==> src/rtl/rcc_count_sampler.sv <==
// rcc_count_sampler
// Samples the 4-bit ripple counter into the clk domain, rejects short-lived
// ripple states, extends the count to EXT_W bits by counting 15->0 wraps,
// presents each new value on a valid/ready stream, and sequences a counter
// clear through ctr_reset.
// Optional feature macro: RCC_MATCH_EN (adds the match_val comparator that
// drives match_hit; when undefined match_hit is tied low).
module rcc_count_sampler #(
    parameter int EXT_W      = 12,
    parameter int CLR_CYCLES = 4
) (
    input  logic             clk,
    input  logic             reset,
    input  logic [3:0]       cnt_in,
    input  logic             clr_req,
    output logic             ctr_reset,
    output logic             out_valid,
    input  logic             out_ready,
    output logic [EXT_W-1:0] out_data,
    output logic             dropped,
    input  logic [EXT_W-1:0] match_val,
    output logic             match_hit
);

    localparam int HI_W  = EXT_W - 4;
    localparam int CNT_W = (CLR_CYCLES > 1) ? $clog2(CLR_CYCLES) : 1;
    localparam logic [CNT_W-1:0] CLR_LAST = CNT_W'(CLR_CYCLES - 1);

    typedef enum logic [1:0] {
        ST_RUN,
        ST_CLR_DRIVE,
        ST_CLR_WAIT
    } state_t;

    state_t            r_state;
    state_t            w_stateNext;
    logic [CNT_W-1:0]  r_clrCnt;
    logic [3:0]        r_s1;
    logic [3:0]        r_s2;
    logic [3:0]        r_s3;
    logic [3:0]        r_accLo;
    logic [HI_W-1:0]   r_extHi;
    logic              r_ctrReset;
    logic              r_outValid;
    logic [EXT_W-1:0]  r_outData;
    logic              r_dropped;

    logic              w_stable;
    logic              w_wrap;
    logic              w_update;
    logic              w_clrEntry;
    logic [HI_W-1:0]   w_extHiNext;
    logic [EXT_W-1:0]  w_newValue;

    // Two samples agreeing means the ripple has settled for at least two clocks.
    assign w_stable    = (r_s2 == r_s3);
    assign w_wrap      = (r_s2 < r_accLo);
    assign w_extHiNext = r_extHi + HI_W'(w_wrap);
    assign w_newValue  = {w_extHiNext, r_s2};
    // A clear request takes priority over an update landing on the same edge.
    assign w_update    = (r_state == ST_RUN) && !clr_req && w_stable && (r_s2 != r_accLo);

    // Three-flop synchroniser chain; the last two stages double as the stability filter.
    always_ff @(posedge clk or posedge reset) begin
        if (reset) begin
            r_s1 <= '0;
            r_s2 <= '0;
            r_s3 <= '0;
        end else begin
            r_s1 <= cnt_in;
            r_s2 <= r_s1;
            r_s3 <= r_s2;
        end
    end

    // Clear sequencer state register and the drive-phase cycle counter.
    always_ff @(posedge clk or posedge reset) begin
        if (reset) begin
            r_state  <= ST_RUN;
            r_clrCnt <= '0;
        end else begin
            r_state  <= w_stateNext;
            if (r_state == ST_CLR_DRIVE) begin
                r_clrCnt <= r_clrCnt + CNT_W'(1);
            end else begin
                r_clrCnt <= '0;
            end
        end
    end

    // Next-state logic: hold ctr_reset for CLR_CYCLES, then wait for a settled zero.
    always_comb begin
        w_stateNext = r_state;
        w_clrEntry  = 1'b0;
        case (r_state)
            ST_RUN: begin
                if (clr_req) begin
                    w_stateNext = ST_CLR_DRIVE;
                    w_clrEntry  = 1'b1;
                end
            end
            ST_CLR_DRIVE: begin
                if (r_clrCnt == CLR_LAST) begin
                    w_stateNext = ST_CLR_WAIT;
                end
            end
            ST_CLR_WAIT: begin
                if (w_stable && (r_s2 == 4'd0)) begin
                    w_stateNext = ST_RUN;
                end
            end
            default: begin
                w_stateNext = ST_RUN;
            end
        endcase
    end

    // ctr_reset comes straight from a flop so the counter never sees a glitch.
    always_ff @(posedge clk or posedge reset) begin
        if (reset) begin
            r_ctrReset <= 1'b0;
        end else begin
            r_ctrReset <= (w_stateNext == ST_CLR_DRIVE);
        end
    end

    // Accumulator, extension and output stream: latest value wins, overwrites are flagged.
    always_ff @(posedge clk or posedge reset) begin
        if (reset) begin
            r_accLo    <= '0;
            r_extHi    <= '0;
            r_outValid <= 1'b0;
            r_outData  <= '0;
            r_dropped  <= 1'b0;
        end else if (w_clrEntry) begin
            r_accLo    <= '0;
            r_extHi    <= '0;
            r_outValid <= 1'b0;
            r_dropped  <= 1'b0;
        end else if (w_update) begin
            r_accLo    <= r_s2;
            r_extHi    <= w_extHiNext;
            r_outData  <= w_newValue;
            r_outValid <= 1'b1;
            if (r_outValid && !out_ready) begin
                r_dropped <= 1'b1;
            end
        end else if (r_outValid && out_ready) begin
            r_outValid <= 1'b0;
        end
    end

`ifdef RCC_MATCH_EN
    logic r_matchHit;

    // One-cycle pulse alongside the output update whose extended value equals match_val.
    always_ff @(posedge clk or posedge reset) begin
        if (reset) begin
            r_matchHit <= 1'b0;
        end else begin
            r_matchHit <= w_update && (w_newValue == match_val);
        end
    end

    assign match_hit = r_matchHit;
`else
    logic w_unusedMatch;
    assign w_unusedMatch = ^match_val;
    assign match_hit     = 1'b0;
`endif

    assign ctr_reset = r_ctrReset;
    assign out_valid = r_outValid;
    assign out_data  = r_outData;
    assign dropped   = r_dropped;

endmodule

==> config.mk <==
export PLATFORM = sky130hd
export DESIGN_NAME = rcc_count_sampler
export DESIGN_NICKNAME = d
export VERILOG_FILES = /design/src/rtl/rcc_count_sampler.sv
export SDC_FILE = /design/constraint.sdc
export NUM_CORES = 1
export LEC_CHECK = 0
export ABC_AREA = 1
export BUFFER_PORTS_ARGS = -buffer_cell sky130_fd_sc_hd__buf_2
export CORE_ASPECT_RATIO = 1.1
export CORE_MARGIN = 1.5
export CORE_UTILIZATION = 30
export DETAILED_ROUTE_END_ITERATION = 12
export GPL_ROUTABILITY_DRIVEN = 0
export PLACE_DENSITY = 0.46
export SLEW_MARGIN = 10
export SYNTH_ARGS = -nofsm -noshare
export SYNTH_HDL_FRONTEND = slang
export SYNTH_SLANG_ARGS = --single-unit
==> constraint.sdc <==
create_clock -name clk -period 6.05 [get_ports clk]
set_input_delay 1.21 -clock clk [delete_from_list [all_inputs] [get_ports clk]]
set_output_delay 1.21 -clock clk [all_outputs]
set_load 0.01 [all_outputs]
==> results.txt <==
----------------------------------------------------
[Run status]
  Outcome ... completed

[Critical path]
  Required time of the critical path ... 6.24 ns
  Critical Path Source Type ... input pin
  Worst Setup End Kind ... register
  Category of the most critical setup path ... input pin to register
  Flop-to-flop setup slack ... around 3 ns
  Startpoint of the worst-slack reg-to-reg timing path ... r_s2[2]
  Reg-to-reg critical path endpoint ... dropped
  Destination of the critical timing path ... dropped
  Highest net fanout along the worst path ... 29
  R2R cell count ... 6
  Worst setup path start ... clr_req
  Worst path arrival time ... 3.48 ns

[Layout]
  NumNets Final ... 255
  Area added between synthesis and finish ... 15.7%
  Antenna diode count ... 0
  Util after Layout ... between 30 and 40%
  Fraction of layout instances using a drive strength above 1 ... 14.8%
  Fillers ... 607

[Job]
  Max-capacitance violation count ... 0

[Clock tree]
  Sink Count ... 43
  CTS tree ... done
  Cell chosen for the clock root ... sky130_fd_sc_hd__clkbuf_8
  Post-CTS setup buffers ... 0
  Clock insertion delay at the later pin of the skew report ... just under 0.3 ns
  Clock transition at the registers of the reported paths ... about 0.08 ns
  Number of buffers created by CTS ... 5
  CTS H-tree depth ... 2
  Worst-case clock buffer depth ... 2
  CTS hold repair buffers ... 0
  Number of instances resized during post-cts repair ... 0

[Synthesis]
  Yosys cell types ... 22
  Cell types occupying the most area after synthesis ... sky130_fd_sc_hd__dfrtp_1, sky130_fd_sc_hd__nand2_1, sky130_fd_sc_hd__nand3_1, sky130_fd_sc_hd__ha_1, sky130_fd_sc_hd__inv_1
  Post-synth top area cell ... sky130_fd_sc_hd__dfrtp_1
  Part of the Yosys area used for sequential elements ... 58.3%
  Post-Syn Nets ... 232
  Post-synth EDFFs ... 0
  Proportion of netlist area held by the largest area contributor ... between 50% and 60%
  Number of register bits inferred by synthesis ... 43
  Syn Area/Cell ... around 9 um^2
  FFs w/ async S/R, synth ... 100%
  Mapped cell area ... 0.00185 mm^2
  Dominant synthesized flop cell ... sky130_fd_sc_hd__dfrtp_1
  Warning count from the yosys run ... 0
  Instance count of the mapped netlist ... approximately 200

[Route]
  Routed WL ... 3470 um
  Number of optimization iterations in the first detailed-route pass ... 4
  Sum of met2 wire segment lengths after detailed routing ... ~1500 um
  Top layer in use ... met4
  Post-detailed-route DRC marker count ... 0
  Number of design-rule violations left by the first detailed-router iteration ... 71
  Amount of wire on met3 after detailed routing ... 137 um
  Per-cell via count in the routed design ... approximately 4.3
  Routed vias ... between 1k and 1.5k
  Wire length on met1 ... ~1700 um
  Remaining antenna violation count ... 0
  Mean routed wirelength per cell ... between 10 and 15 um

[Die]
  IO Count ... 36
  Horizontal extent of the die ... slightly below 80 um
  Number of standard-cell rows in the floorplan ... 29
  Die height ... 85.3 um
  Starting Density ... between 30% and 40%
  Core outline area ... a little under 0.006 mm^2
  Die Area ... 0.00664 mm^2

[STA]
  Final worst setup slack ... 2.76 ns
  Least-Margin Pin Slew ... ~1.1 ns
  Shortest clock period the worst path allows after layout ... roughly 3.3 ns
  Remaining max-slew budget at the tightest pin ... about a quarter
  Max-slew violation count ... 0
  Setup repair after global routing missed its margin ... no
  Setup clock skew after layout ... 0.00750 ns
  Final count of hold timing violations ... 0
  Final setup vio count ... 0
  Tcrit/Tclk final ... a little over half
  Setup TNS ... 0 ns
  Fmax ... about 300 MHz

[GRT]
  Overflow left after global routing ... 0
  Wire length of the first global-routing pass ... 6290 um
  Antenna violations before repair ... 0
  Vias in the first global route ... ~1.3k
  Total global-route track usage ... around an eighth
  Pin count of the biggest net entering global routing ... 44

[Placement]
  Number of buffer cells added on primary ports ... 22
  HPWL Detailed ... about 2200 um
  Worst setup slack after placement ... ~2.4 ns

[Worst hold path]
  Hold Crit Class ... register to register

[Power]
  Power per standard cell area ... about 340 mW/mm^2
  Leak Pwr ... 1.19 nW
  Maximum resistive drop on vdd ... 0.187 mV

----------------------------------------------------
[cells by family after synthesis]
| kind of cell | after synthesis | synth area share [%] |
|---|---|---|
| flip-flops | 43 | 58.3 |
| AND/OR/NAND/NOR | 117 | 26.9 |
| adder cells (fa/ha/maj) | 7 | 4.74 |
| AO/OA/AOI/OAI | 8 | 2.30 |
| buffers and inverters | 26 | 6.16 |
| XOR/XNOR | 3 | 1.42 |
| other | 1 | 0.203 |
[metrics by stage]
stage	instances	area, um^2	hold WS [ns]	power, mW
floorplan	205	1850	0.331	0.454
global placement	298	2020	0.334	0.496
detailed placement	298	2020	0.336	0.498
CTS	306	2140	0.355	0.734
global route	306	2140	0.362	0.776
finish	306	2140	0.351	0.719
[synthesized netlist by cell type, types with 2 or more instances]
master                     number
sky130_fd_sc_hd__buf_2          4
sky130_fd_sc_hd__dfrtp_1       43
sky130_fd_sc_hd__ha_1           7
sky130_fd_sc_hd__inv_1         18
sky130_fd_sc_hd__nand2_1       70
sky130_fd_sc_hd__nand3_1       26
sky130_fd_sc_hd__nand3b_1       3
sky130_fd_sc_hd__nand4_1        2
sky130_fd_sc_hd__nor2_1        12
sky130_fd_sc_hd__nor2_2         2
sky130_fd_sc_hd__o21ai_0        6
sky130_fd_sc_hd__xor2_1         2
[cell type report]
class / instances / area [um^2] / area share (%)
clock inverters: 2 / 35.0 / 1.64
inverters: 19 / 71.3 / 3.34
clock buffers: 6 / 82.6 / 3.87
well taps: 77 / 96.3 / 4.51
repair buffers: 23 / 118 / 5.51
multi-input cells: 136 / 657 / 30.8
flip-flops and latches: 43 / 1080 / 50.4
[report_power, final]
part	internal, mW	leakage (nW)	switching [mW]
registers	0.329	0.558	0.0220
logic	0.0487	0.574	0.0895
clock network	0.134	0.0612	0.0965
total	0.511	1.19	0.208
[worst min-delay path by stage]
stage | start | end | depth (start not counted)
global route | r_s1[0] | r_s2[0] | 0
global placement | r_s1[0] | r_s2[0] | 0
detailed placement | r_s1[1] | r_s2[1] | 0
CTS | r_s1[1] | r_s2[1] | 0
finish | r_s1[1] | r_s2[1] | 0
floorplan | r_s1[0] | r_s2[0] | 0
[state kept, by name (all words and copies together) (netlist names)]
signal,flops
dropped,1
r_accLo,4
out_data,12
r_extHi,8
r_s2,4
r_clrCnt,2
r_state,2
r_s3,4
r_s1,4
out_valid,1
ctr_reset,1
[worst max-delay path: stages]
cell and delay [ns]:
sky130_fd_sc_hd__buf_2 0.11, sky130_fd_sc_hd__inv_1 0.04, sky130_fd_sc_hd__nand2_1 0.05, sky130_fd_sc_hd__nor2_1 0.61, sky130_fd_sc_hd__nand3_1 0.99, sky130_fd_sc_hd__o21ai_0 0.46
[per-layer routing]
layer / GRT usage (%) / vias up
met5: 0 / -
met4: 4.96 / 0
met3: 3.44 / 6
met2: 18.6 / 25
met1: 16.4 / 607
li1: - / 688
[layout by cell type, fill, tap and decap left out, drive strengths merged]
| master | count |
|---|---|
| nand3 | 26 |
| nor3 | 1 |
| a211oi | 1 |
| conb | 1 |
| nand3b | 3 |
| nand2 | 70 |
| o21ai | 6 |
| nor2 | 14 |
| nand4 | 2 |
| ha | 7 |
| clkinv | 2 |
| buf | 23 |
| bufinv | 1 |
| xnor2 | 1 |
| and2 | 1 |
| inv | 18 |
| dfrtp | 43 |
| clkbuf | 6 |
| xor2 | 2 |
| a21oi | 1 |
(Power assumes the default switching activity.)
